===== src/rtl/aes_channel_arbiter_pkg.sv =====
// Shared types and helpers for the multi-channel AES engine arbiter.
package aes_channel_arbiter_pkg;

  localparam int AES_BLOCK_W = 128;

  typedef enum logic [1:0] {
    ARB_IDLE,
    ARB_START,
    ARB_WAIT,
    ARB_RESP
  } arb_state_t;

  function automatic int unsigned wrap_inc(input int unsigned v, input int unsigned n);
    return (v + 32'd1 >= n) ? 32'd0 : v + 32'd1;
  endfunction

endpackage


===== src/rtl/aes_channel_arbiter_rr_arbiter.sv =====
// Combinational round-robin picker: first requester at or after ptr, wrapping.
module aes_rr_arbiter #(
  parameter int N_CH = 4
) (
  input  logic [N_CH-1:0]         req,
  input  logic [$clog2(N_CH)-1:0] ptr,
  output logic [N_CH-1:0]         gnt,
  output logic [$clog2(N_CH)-1:0] gnt_idx,
  output logic                    any
);

  localparam int IW = $clog2(N_CH);

  always_comb begin
    int unsigned c;
    c       = 32'd0;
    gnt     = '0;
    gnt_idx = '0;
    any     = 1'b0;
    for (int k = 0; k < N_CH; k++) begin
      c = (32'(ptr) + 32'(k)) % 32'(N_CH);
      if (!any && req[IW'(c)]) begin
        any          = 1'b1;
        gnt[IW'(c)]  = 1'b1;
        gnt_idx      = IW'(c);
      end
    end
  end

endmodule


===== src/rtl/aes_channel_arbiter.sv =====
// Time-shares one AES block engine among N_CH channels, one block per grant,
// round-robin, with a WAIT watchdog and per-channel completed-block counters.
module aes_channel_arbiter
  import aes_channel_arbiter_pkg::*;
#(
  parameter int N_CH    = 4,
  parameter int DW      = AES_BLOCK_W,
  parameter int CW      = 16,
  parameter int TIMEOUT = 64
) (
  input  logic                    clk,
  input  logic                    reset_n,
  input  logic                    clear,
  input  logic [N_CH-1:0]         ch_in_valid,
  input  logic [N_CH*DW-1:0]      ch_in_data,
  output logic [N_CH-1:0]         ch_in_ready,
  output logic [N_CH-1:0]         ch_out_valid,
  output logic [DW-1:0]           ch_out_data,
  input  logic [N_CH-1:0]         ch_out_ready,
  output logic                    core_start,
  output logic [DW-1:0]           core_data,
  output logic [$clog2(N_CH)-1:0] core_ch,
  input  logic                    core_done,
  input  logic [DW-1:0]           core_result,
  output logic [N_CH*CW-1:0]      blk_cnt,
  output logic                    timeout_err
);

  localparam int IW = $clog2(N_CH);
  localparam int TW = $clog2(TIMEOUT);

  arb_state_t                  state_q, state_d;
  logic [IW-1:0]               rr_ptr_q, rr_ptr_d;
  logic [IW-1:0]               gnt_idx_q, gnt_idx_d;
  logic [TW-1:0]               timer_q, timer_d;
  logic [N_CH-1:0][CW-1:0]     blk_cnt_q, blk_cnt_d;
  logic                        timeout_err_q, timeout_err_d;
  logic [DW-1:0]               blk_q, blk_d;
  logic [DW-1:0]               res_q, res_d;

  logic [N_CH-1:0]             arb_gnt;
  logic [IW-1:0]               arb_idx;
  logic                        arb_any;

  function automatic logic [CW-1:0] sat_inc(input logic [CW-1:0] v);
    return (&v) ? v : v + 1'b1;
  endfunction

  function automatic logic [IW-1:0] next_ptr(input logic [IW-1:0] idx);
    return IW'(wrap_inc(32'(idx), N_CH));
  endfunction

  aes_rr_arbiter #(.N_CH(N_CH)) u_rr (
    .req     (ch_in_valid),
    .ptr     (rr_ptr_q),
    .gnt     (arb_gnt),
    .gnt_idx (arb_idx),
    .any     (arb_any)
  );

  always_comb begin
    state_d       = state_q;
    rr_ptr_d      = rr_ptr_q;
    gnt_idx_d     = gnt_idx_q;
    timer_d       = timer_q;
    blk_cnt_d     = blk_cnt_q;
    timeout_err_d = timeout_err_q;
    blk_d         = blk_q;
    res_d         = res_q;
    ch_in_ready   = '0;
    ch_out_valid  = '0;
    ch_out_data   = '0;
    core_start    = 1'b0;
    core_data     = '0;
    core_ch       = '0;

    unique case (state_q)
      ARB_IDLE: begin
        // Accept is suppressed while clear/reset is active so no block is lost.
        if (arb_any && !clear && reset_n) begin
          ch_in_ready = arb_gnt;
          gnt_idx_d   = arb_idx;
          blk_d       = ch_in_data[arb_idx*DW +: DW];
          state_d     = ARB_START;
        end
      end
      ARB_START: begin
        core_start = 1'b1;
        core_data  = blk_q;
        core_ch    = gnt_idx_q;
        timer_d    = '0;
        state_d    = ARB_WAIT;
      end
      ARB_WAIT: begin
        core_data = blk_q;
        core_ch   = gnt_idx_q;
        if (core_done) begin
          res_d   = core_result;
          state_d = ARB_RESP;
        end else if (timer_q == TW'(TIMEOUT-1)) begin
          timeout_err_d = 1'b1;
          rr_ptr_d      = next_ptr(gnt_idx_q);
          state_d       = ARB_IDLE;
        end else begin
          timer_d = timer_q + 1'b1;
        end
      end
      ARB_RESP: begin
        ch_out_valid[gnt_idx_q] = 1'b1;
        ch_out_data             = res_q;
        if (ch_out_ready[gnt_idx_q]) begin
          blk_cnt_d[gnt_idx_q] = sat_inc(blk_cnt_q[gnt_idx_q]);
          rr_ptr_d             = next_ptr(gnt_idx_q);
          state_d              = ARB_IDLE;
        end
      end
      default: state_d = ARB_IDLE;
    endcase

    if (clear) begin
      state_d       = ARB_IDLE;
      rr_ptr_d      = '0;
      gnt_idx_d     = '0;
      timer_d       = '0;
      blk_cnt_d     = '0;
      timeout_err_d = 1'b0;
    end
  end

  // Control state register
  always_ff @(posedge clk or negedge reset_n) begin
    if (!reset_n) begin
      state_q       <= ARB_IDLE;
      rr_ptr_q      <= '0;
      gnt_idx_q     <= '0;
      timer_q       <= '0;
      blk_cnt_q     <= '0;
      timeout_err_q <= 1'b0;
    end else begin
      state_q       <= state_d;
      rr_ptr_q      <= rr_ptr_d;
      gnt_idx_q     <= gnt_idx_d;
      timer_q       <= timer_d;
      blk_cnt_q     <= blk_cnt_d;
      timeout_err_q <= timeout_err_d;
    end
  end

  // Block and result holding registers; outputs are masked by state instead
  always_ff @(posedge clk) begin
    blk_q <= blk_d;
    res_q <= res_d;
  end

  assign blk_cnt     = blk_cnt_q;
  assign timeout_err = timeout_err_q;

endmodule

===== config.mk =====
export PLATFORM = sky130hd
export DESIGN_NAME = aes_channel_arbiter
export DESIGN_NICKNAME = d
export VERILOG_FILES = /design/src/rtl/aes_channel_arbiter_pkg.sv /design/src/rtl/aes_channel_arbiter_rr_arbiter.sv /design/src/rtl/aes_channel_arbiter.sv
export SDC_FILE = /design/constraint.sdc
export NUM_CORES = 1
export LEC_CHECK = 0
export BUFFER_PORTS_ARGS = -buffer_cell sky130_fd_sc_hd__buf_2
export CORE_AREA = 10 10 379 381
export DETAILED_ROUTE_END_ITERATION = 10
export DIE_AREA = 0 0 389 391
export SLEW_MARGIN = 20
export SYNTH_ARGS = -nofsm -noshare
export SYNTH_HDL_FRONTEND = slang
export SYNTH_SLANG_ARGS = --single-unit

===== constraint.sdc =====
create_clock -name clk -period 7.9 [get_ports clk]
set_input_delay 1.185 -clock clk [delete_from_list [all_inputs] [get_ports clk]]
set_output_delay 1.185 -clock clk [all_outputs]
set_load 0.05 [all_outputs]

== After elaboration in Yosys (flattened, before gate mapping) ==
Index checks and enable logic that the tools add are counted.

* Add/subtract/negate cells: 6
* Multipliers: 0
* Div/mod/pow operators: 0
* Order comparisons: 11
* Equality and inequality tests: 11
* Shifts and indexed selects: 1
* Muxes and demuxes: 71
* Bitwise operators: 3
* Reduce and logical (&&, ||, !) cells: 33

{| class="wikitable"
|+ Operators by type and width
! operator !! count
|-
| indexed part select 512 x 10 -> 128 bit || 1
|-
| two-way mux 128 bit || 2
|-
| two-way mux 64 bit || 3
|-
| bitwise mux 64 bit || 1
|-
| two-way mux 16 bit || 3
|-
| two-way mux 2 bit || 18
|-
| binary-select mux 16 bit (select 2 bit) || 1
|-
| demux 16 bit (select 2 bit) || 1
|-
| two-way mux 4 bit || 7
|-
| two-way mux 1 bit || 19
|-
| two-way mux 6 bit || 3
|-
| adder 16 x 1 -> 16 bit, second input constant || 1
|-
| AND reduction 16 bit || 1
|-
| less-than comparator 2 x 3 -> 1 bit, second input constant || 5
|-
| != test 3 bit, second input constant || 5
|-
| OR 4 bit || 3
|-
| one-hot mux 6 bit (2 select lines) || 1
|-
| nonzero test 2 bit || 6
|-
| binary-select mux 1 bit (select 2 bit) || 5
|-
| demux 1 bit (select 2 bit) || 5
|-
| greater-or-equal comparator 2 x 1 -> 1 bit, second input constant || 5
|-
| logical AND 1 bit || 10
|-
| AND reduction 3 bit || 3
|-
| one-hot mux 2 bit (4 select lines) || 1
|-
| other kinds (17) || 26
|}

* Register bits after elaboration: 333
* Latch bits: 0
* Bits in writable memories: 0
* Bits in read-only memories: 0
* Bits of input ports: 652
* Logic and storage cells: 147
* Memories kept: 0

== Longest topological paths before layout ==
Gate-level depths: netlist of the first run.

* Word-level depth: 17
* Mapped depth: 12
* Mapped depth without buffers: 8

== Modules after synthesis ==
From an unflattened synthesis of the first run, not the netlist that was laid out.

* Cell total of the unflattened synthesis: 1137
* Area total of the unflattened synthesis: 17156.5 um^2

{| class="wikitable"
|+ By module, submodules not included
! module !! times used !! cells each !! area an instance (um^2) !! seq. area each (um^2)
|-
| aes_channel_arbiter || 1 || 1092 || 16737.3 || 9614.2
|-
| aes_rr_arbiter || 1 || 45 || 419.2 || 0.0
|}

== Worst setup path before layout of the first run ==
Ideal clock, no wire load.

* Kind: input-to-reg
* Start: in ch_in_valid[0]
* End: reg gnt_idx_q[0]
* Setup time: 0.129 ns
* Arrival: 4.890 ns
* Required time: 7.771 ns
* Path slack: 2.882 ns
* Cell stages on the path: 7
* Buffers on the path: 2
* Cell sequence: buf_2 -> o41ai_1 -> or3b_2 -> clkbuf_1 -> inv_1 -> or3_1 -> o21ai_0

* Word-level cells in the longest chain between the ends: 16

{| class="wikitable"
|+ RTL lines
! what !! RTL line !! RTL
|-
| start: declaration || aes_channel_arbiter.sv:14 || <nowiki>input logic [N_CH-1:0] ch_in_valid,</nowiki>
|-
| binary-select mux 1 bit (select 2 bit) || aes_channel_arbiter_rr_arbiter.sv:22 || <nowiki>if (!any && req[IW'(c)]) begin</nowiki>
|-
| two-way mux 1 bit (implied by the code) || aes_channel_arbiter_rr_arbiter.sv:22 ||
|-
| two-way mux 1 bit || aes_channel_arbiter_rr_arbiter.sv:22 ||
|-
| zero test 1 bit || aes_channel_arbiter_rr_arbiter.sv:22 ||
|-
| logical AND 1 bit || aes_channel_arbiter_rr_arbiter.sv:22 ||
|-
| two-way mux 1 bit || aes_channel_arbiter_rr_arbiter.sv:22 ||
|-
| zero test 1 bit || aes_channel_arbiter_rr_arbiter.sv:22 ||
|-
| logical AND 1 bit || aes_channel_arbiter_rr_arbiter.sv:22 ||
|-
| two-way mux 1 bit || aes_channel_arbiter_rr_arbiter.sv:22 ||
|-
| zero test 1 bit || aes_channel_arbiter_rr_arbiter.sv:22 ||
|-
| logical AND 1 bit || aes_channel_arbiter_rr_arbiter.sv:22 ||
|-
| two-way mux 1 bit || aes_channel_arbiter_rr_arbiter.sv:22 ||
|-
| logical AND 1 bit (2 in series) || aes_channel_arbiter.sv:80 || <nowiki>if (arb_any && !clear && reset_n) begin</nowiki>
|-
| nonzero test 2 bit (no source line) || - ||
|-
| AND reduction 2 bit (no source line) || - ||
|-
| end signal: assignment || aes_channel_arbiter.sv:142 || <nowiki>gnt_idx_q <= gnt_idx_d;</nowiki>
|-
| end: declaration || aes_channel_arbiter.sv:34 || <nowiki>logic [IW-1:0] gnt_idx_q, gnt_idx_d;</nowiki>
|}

Several ways; a longest one is shown, not always the timed one. The select of a mux whose other input is x is not followed.
A chain may end at the register's enable or synchronous reset.

== Worst setup path in the final report of the first run ==
* Start: reg rr_ptr_q[0]
* End: out ch_in_ready[2]

* Word-level cells in the longest chain between the ends: 16

{| class="wikitable"
|+ RTL lines
! what !! RTL line !! RTL
|-
| start: declaration || aes_channel_arbiter.sv:33 || <nowiki>logic [IW-1:0] rr_ptr_q, rr_ptr_d;</nowiki>
|-
| start signal: assignment || aes_channel_arbiter.sv:141 || <nowiki>rr_ptr_q <= rr_ptr_d;</nowiki>
|-
| parallel branches: the longest is 14 deep, another holds less-than comparator 2 x 3 -> 1 bit || - ||
|-
| two-way mux 4 bit * || aes_channel_arbiter.sv:80 ||
|-
| two-way mux 4 bit * || aes_channel_arbiter.sv:77 || <nowiki>unique case (state_q)</nowiki>
|-
| end: declaration || aes_channel_arbiter.sv:16 || <nowiki>output logic [N_CH-1:0] ch_in_ready,</nowiki>
|}

Mark *: on every way between the ends. The select of a mux whose other input is x is not followed.

==> qor.txt, run 1 <==
Status -> finished, final reports clean
Netlist cell types -> 55
CP Class -> reg -> out
Initial DRT Pass Iterations -> 5
DIE WIDTH -> 389 um
Synth top area cells -> edfxtp_1, mux2i_1, dfrtp_1, and2_1, mux4_2
Rows -> 136
Lkg Pwr -> 12.1 nW
RSZ-0062 raised after global routing -> no
Final Wtd Congestion -> 0.959
Cell taking the most area after synthesis -> edfxtp_1
Crit path arrival time -> 3610 ps
Final period utilization -> 0.607
Clk buf depth -> 3
Vias in the first global route -> 15,722
Residual DRC -> 0
Post-CTS Setup Repair Bufs -> 0
Number of synthesized register bits -> 333
GR Util All Layers -> 0.137
Clock Sinks -> 333
Avg Cell Area, Syn -> 13.2 um^2
Predominant post-synthesis flop cell -> edfxtp_1
Post-DP HPWL -> 94.1 mm
Hold-fix buffers at CTS -> 0
CP dominant cell by count -> nor2_1
Deepest level of the CTS H-tree -> 2
Sequential area share after synthesis -> 0.534
Slew @ Worst Pin -> 1160 ps
I/O Buffers -> 983
Syn Inst Count -> 1,369
Initial antenna violation count -> 96
First-pass GRT wire length -> 144 mm
Worst hold path class -> reg -> reg
Die Ht -> 391 um
First-iteration detailed-routing DRC count -> 1,246
Post-synthesis async set-or-reset flop share -> 0.231
GR Overflow Total -> 0
Max_cap viols -> 0
Avg WL per Cell -> 26.8 um
Crit path max fanout -> 16
TritonCTS Buffers -> 45
Share of cells above drive strength 1 -> 0.468
I/O pin total -> 984
Final hold vios -> 0
Skew-Pair Late Insertion Delay -> 620 ps
Crit path capture type -> output pin
Die area -> 152,000 um^2
Cell area after synthesis -> 18,000 um^2
Min cycle time layout -> 4790 ps
Routed vias/inst -> 3.79
Power per standard cell area -> 299 nW/um^2
Worst hold path depth -> 2
Synth Warn # -> 0
Worst Reg-to-Reg Cells -> 10
Fin Setup TNS -> 0 ps
Largest net degree at the start of global routing -> 123
Slowest stage delay, CP -> 700 ps
# fillers -> 15,007
Post-synth EDFFs -> 256
Routed wire length -> 112 mm
Synth top area share -> 0.427
Critical Path RT -> 6710 ps
Maximum vdd drop -> 263 uV
Clock Tree Root -> clkbuf_16
Count of final setup violators -> 0
Skew final -> 22.6 ps
P&R area growth vs syn -> 45.5%
Slowest cell on the critical path -> dfrtp_1
Starting Density -> 0.132
Post-CTS Resized -> 0
Vias post-DR -> 15,812
Core box area -> 136,000 um^2
Hold slack -> 508 ps
Syn nets -> 2,039
Layout net count -> 2,994
Cell Chain, Critical Path -> inv_1 -> ha_1 -> mux4_2 -> nor2b_4 -> a22oi_1 -> nor2_1 -> a221oi_1 -> nor2_1 -> buf_2
CTS clk-pin slew, worst paths -> 70 ps
CTS tree -> done
FMAX -> 209 MHz
Crit path launch type -> flop
ANT nets after route -> 0
Headroom to the max-slew limit -> 0.224
Pins Over Slew Limit -> 0
## flip-flops by register name, indices dropped and copies added (netlist names)
name         flops
rr_ptr_q         2
gnt_idx_q        2
res_q          128
blk_q          128
state_q          2
timer_q          6
blk_cnt         64
timeout_err      1
## power breakdown
group	switching [mW]	total, mW	internal, mW
Combinational	2.36	3.52	1.16
Clock	0.896	2.06	1.17
Sequential	0.0772	2.25	2.17
## cell usage after synthesis, types with 2 or more instances
master    instances
a21o_1            2
clkbuf_1         51
nor2_1           26
and3_1            2
buf_6            17
nand4_1           7
xnor2_1           3
o21ai_1          12
a21oi_1          12
nor3b_1           4
edfxtp_1        256
a211oi_1          3
dfrtp_1          77
nor3_1            3
nand3b_1          2
or3_1             3
buf_2             9
and3b_1           2
and2_1          268
buf_4             3
a32o_1            4
a22oi_1           5
mux2_2            2
o21ai_0          24
inv_1            13
buf_8             7
a221oi_1          4
xor2_1            6
nor2_2            2
buf_12            4
mux4_2           20
ha_1             18
nand3_1           4
nand2b_1          2
nand2_1          46
mux2i_1         388
o31ai_1           2
a22o_1           33
or2_1             2
a31oi_1           5
nor2b_1           2
## area by class of cell
cell class	instances	area, um^2	share of cell area
multi-input combinational	932	7770	0.296
sequential	333	9610	0.367
clock inverter	17	225	0.00859
clock buffer	61	1200	0.0456
tap	1794	2240	0.0856
inverter	13	56.3	0.00215
timing repair buffer	999	5050	0.193
antenna	19	47.5	0.00181
## kinds of logic (layout without fill, tap and decap cells)
logic type	count (synthesis)	after routing	share of synthesized area
AO/OA/AOI/OAI	113	113	0.0443
XOR/XNOR	9	9	0.00438
adder cells (fa/ha/maj)	18	18	0.0125
buffers and inverters	104	1090	0.0380
flip-flops	333	333	0.534
multiplexers	410	410	0.242
other	0	19	0
AND/OR/NAND/NOR	382	382	0.125
## per-stage QoR
stage	util	cells	worst slack (ps)	total power [mW]	area [um^2]
CTS	0.192	4149	3000	7.97	26200
global route	0.192	4157	2870	8.20	26200
finish	0.192	4168	3110	7.84	26200
detailed placement	0.182	4071	3330	5.86	24700
global placement	0.182	4071	3390	5.81	24700
floorplan	-	1369	2880	4.91	18000
## metal layers
layer	routed length [um]	track usage	vias to the layer above
met3	13300	0.0633	217
li1	-	-	6979
met1	42200	0.160	7708
met4	3130	0.0307	58
met2	52700	0.227	850
met5	385	0	-
## layout by cell type (no fill, tap or decap), types with 19 or more instances in the layout
cell type,count
mux2i_1,388
mux4_2,20
and2_1,267
nor2_1,26
diode_2,19
nand2_1,45
o21ai_0,24
a22o_1,33
edfxtp_1,256
dfrtp_1,77
buf_2,982
clkbuf_16,45
## worst max-delay path: cells and delay by family, from the launching register on
kind	cells	cell delay [ps]
flops	1	700
compound gates	2	160
simple gates	3	470
fa+ha+maj	1	450
buf+inv	2	580
mux	1	620
## path summary, 6_finish.rpt
path / start / to / slack, ps
setup / recovery: rr_ptr_q[0] / ch_in_ready[2] / 3110
hold / removal: timeout_err / timeout_err / 510
setup reg to reg: rr_ptr_q[0] / blk_q[100] / 3390
hold reg to reg: timeout_err / timeout_err / 510
max in group asynchronous: reset_n / blk_cnt[0] / 6160
min in group asynchronous: reset_n / blk_cnt[10] / 760
No activity file was read; power rests on OpenSTA's default activity.
==> inputs of run 2 (changes only) <==
==> constraint.sdc (replaced) <==
create_clock -name clk -period 4 [get_ports clk]
set_input_delay 0.6 -clock clk [delete_from_list [all_inputs] [get_ports clk]]
set_output_delay 0.6 -clock clk [all_outputs]
set_load 0.05 [all_outputs]
==> qor.txt, run 2 (synthesis results as in run 1) <==
I/O pin total -> 984 (unchanged)
Skew-Pair Late Insertion Delay -> 600 ps (-20 ps)
Min cycle time layout -> 3740 ps
Die area -> 152,000 um^2 (unchanged)
Largest net degree at the start of global routing -> 103 (-16%)
Vias in the first global route -> 16,206 (+3.1%)
GR Util All Layers -> 0.136 (-0.000320)
RSZ-0062 raised after global routing -> no
Post-CTS Setup Repair Bufs -> 0 (unchanged)
Slowest cell on the critical path -> mux4_2
Slowest stage delay, CP -> 600 ps (-100 ps)
Core box area -> 136,000 um^2 (unchanged)
Hold slack -> 162 ps (-346 ps)
Skew final -> 19.9 ps (-2.66 ps)
Family with the most delay on the worst path -> multiplexers
Most frequent cells in the layout -> buf_2, mux2i_1, and2_1
Count of final setup violators -> 0 (unchanged)
Worst Reg-to-Reg Cells -> 11 (+1)
I/O Buffers -> 983 (unchanged)
Dpl cells -> 4,101 (+0.74%)
Share of cells above drive strength 1 -> 0.473 (+0.00564)
Avg WL per Cell -> 26.5 um (-1.2%)
Residual DRC -> 0 (unchanged)
Routed wire length -> 111 mm (-0.59%)
Clock Sinks -> 333 (unchanged)
Clock Tree Root -> clkbuf_16
Crit path capture type -> output pin
Crit path max fanout -> 8 (-8)
R2r setup slk -> 480 ps (-2910 ps)
Worst hold path class -> in -> async
Pins Over Slew Limit -> 0 (unchanged)
Headroom to the max-slew limit -> 0.356 (+0.132)
Final Wtd Congestion -> 0.947 (-1.3%)
Maximum vdd drop -> 320 uV (+22%)
Crit path from -> rr_ptr_q[1]
Reg2reg end -> blk_q[84]
CP dominant cell by count -> nor2_1
Crit path launch type -> flop
Deepest level of the CTS H-tree -> 2 (unchanged)
Final hold vios -> 0 (unchanged)
CTS tree -> done
Initial DRT Pass Iterations -> 5 (unchanged)
Crit path arrival time -> 3140 ps (-470 ps)
Max_cap viols -> 0 (unchanged)
DIE WIDTH -> 389 um (unchanged)
First-iteration detailed-routing DRC count -> 1,306 (+4.8%)
ANT nets after route -> 0 (unchanged)
Clk buf depth -> 3 (unchanged)
Routed vias/inst -> 3.79 (-0.21%)
Lkg Pwr -> 12.3 nW (+1.4%)
Power per standard cell area -> 586 nW/um^2 (+96%)
Critical Path RT -> 3400 ps (-3310 ps)
Post-CTS Resized -> 0 (unchanged)
Rows -> 136 (unchanged)
FMAX -> 268 MHz
Most common cell after layout, fill and taps aside -> buf_2
Initial antenna violation count -> 94 (-2.1%)
Cell Chain, Critical Path -> inv_1 -> ha_1 -> mux4_2 -> nor2b_4 -> a22oi_1 -> nor2_1 -> a221oi_1 -> nor2_1 -> buf_2
Layout net count -> 3,021 (+0.90%)
TritonCTS Buffers -> 42 (-6.7%)
Final period utilization -> 0.934
GR Overflow Total -> 0 (unchanged)
Vias post-DR -> 15,885 (+0.46%)
Slew @ Worst Pin -> 964 ps (-200 ps)
First-pass GRT wire length -> 144 mm (about the same)
CP Buf/Inv Count -> 2 (unchanged)
Starting Density -> 0.132 (unchanged)
Hold-fix buffers at CTS -> 0 (unchanged)
Die Ht -> 391 um (unchanged)
Status -> finished, final reports clean
CP Class -> reg -> out
P&R area growth vs syn -> 47.1%
Cell Count, Final, Fillers Out -> 4,196 (+0.67%)
Reg-to-reg startpoint -> rr_ptr_q[1]
CTS clk-pin slew, worst paths -> 60 ps (about the same)
Post-DP HPWL -> 94.8 mm (+0.70%)
run 2: cell count changes in the layout (fill, tap and decap cells not counted), sizes merged:
| cell | change |
|---|---|
| clkbuf | -7 |
| diode | -1 |
| clkinvlp | +1 |
| buf | +30 |
| clkinv | +5 |
run 2: how the worst max path moves through the flow:
stage	to	slack, ps	cells past startpoint
floorplan	gnt_idx_q[0]	-100	7
global placement	blk_q[69]	620	11
detailed placement	blk_q[84]	510	11
CTS	ch_in_ready[2]	220	9
global route	ch_in_ready[2]	90	9
finish	ch_in_ready[2]	260	9
run 2: area by class of cell:
type | instances | area (um^2)
diodes | 18 | 45.0
clock buffers | 54 | 1150
clock inverters | 23 | 218
fillers | 15000 | 110000
inverters | 13 | 52.6
multi-input cells | 932 | 7750
flip-flops and latches | 333 | 9610
well taps | 1794 | 2240
repair buffers | 1029 | 5420
run 2: routing by layer:
metal	share of wire	global-route usage	wire [um]	up-vias
met1	0.38	0.157	42200	7767
met5	0.0036	0	403	-
met4	0.025	0.0301	2810	62
met2	0.48	0.233	53600	838
met3	0.11	0.0595	12000	192
li1	-	-	-	7026
run 2: metrics by stage:
step                setup TNS, ps  instance area (um^2)  utilization  total power, mW  setup slack (ps)
floorplan                    -101                 18000            -             9.68              -101
global placement                0                 25100        0.184             11.7               615
detailed placement              0                 25100        0.184             11.8               515
CTS                             0                 26400        0.194             15.8               219
global route                    0                 26500        0.194             16.3              88.4
finish                          0                 26500        0.194             15.5               264
run 2: power breakdown:
group	leakage [nW]	internal, mW	switching [mW]
logic	8.21	2.46	4.71
registers	3.41	4.29	0.148
clock network	0.667	2.24	1.68
total	12.3	8.99	6.55
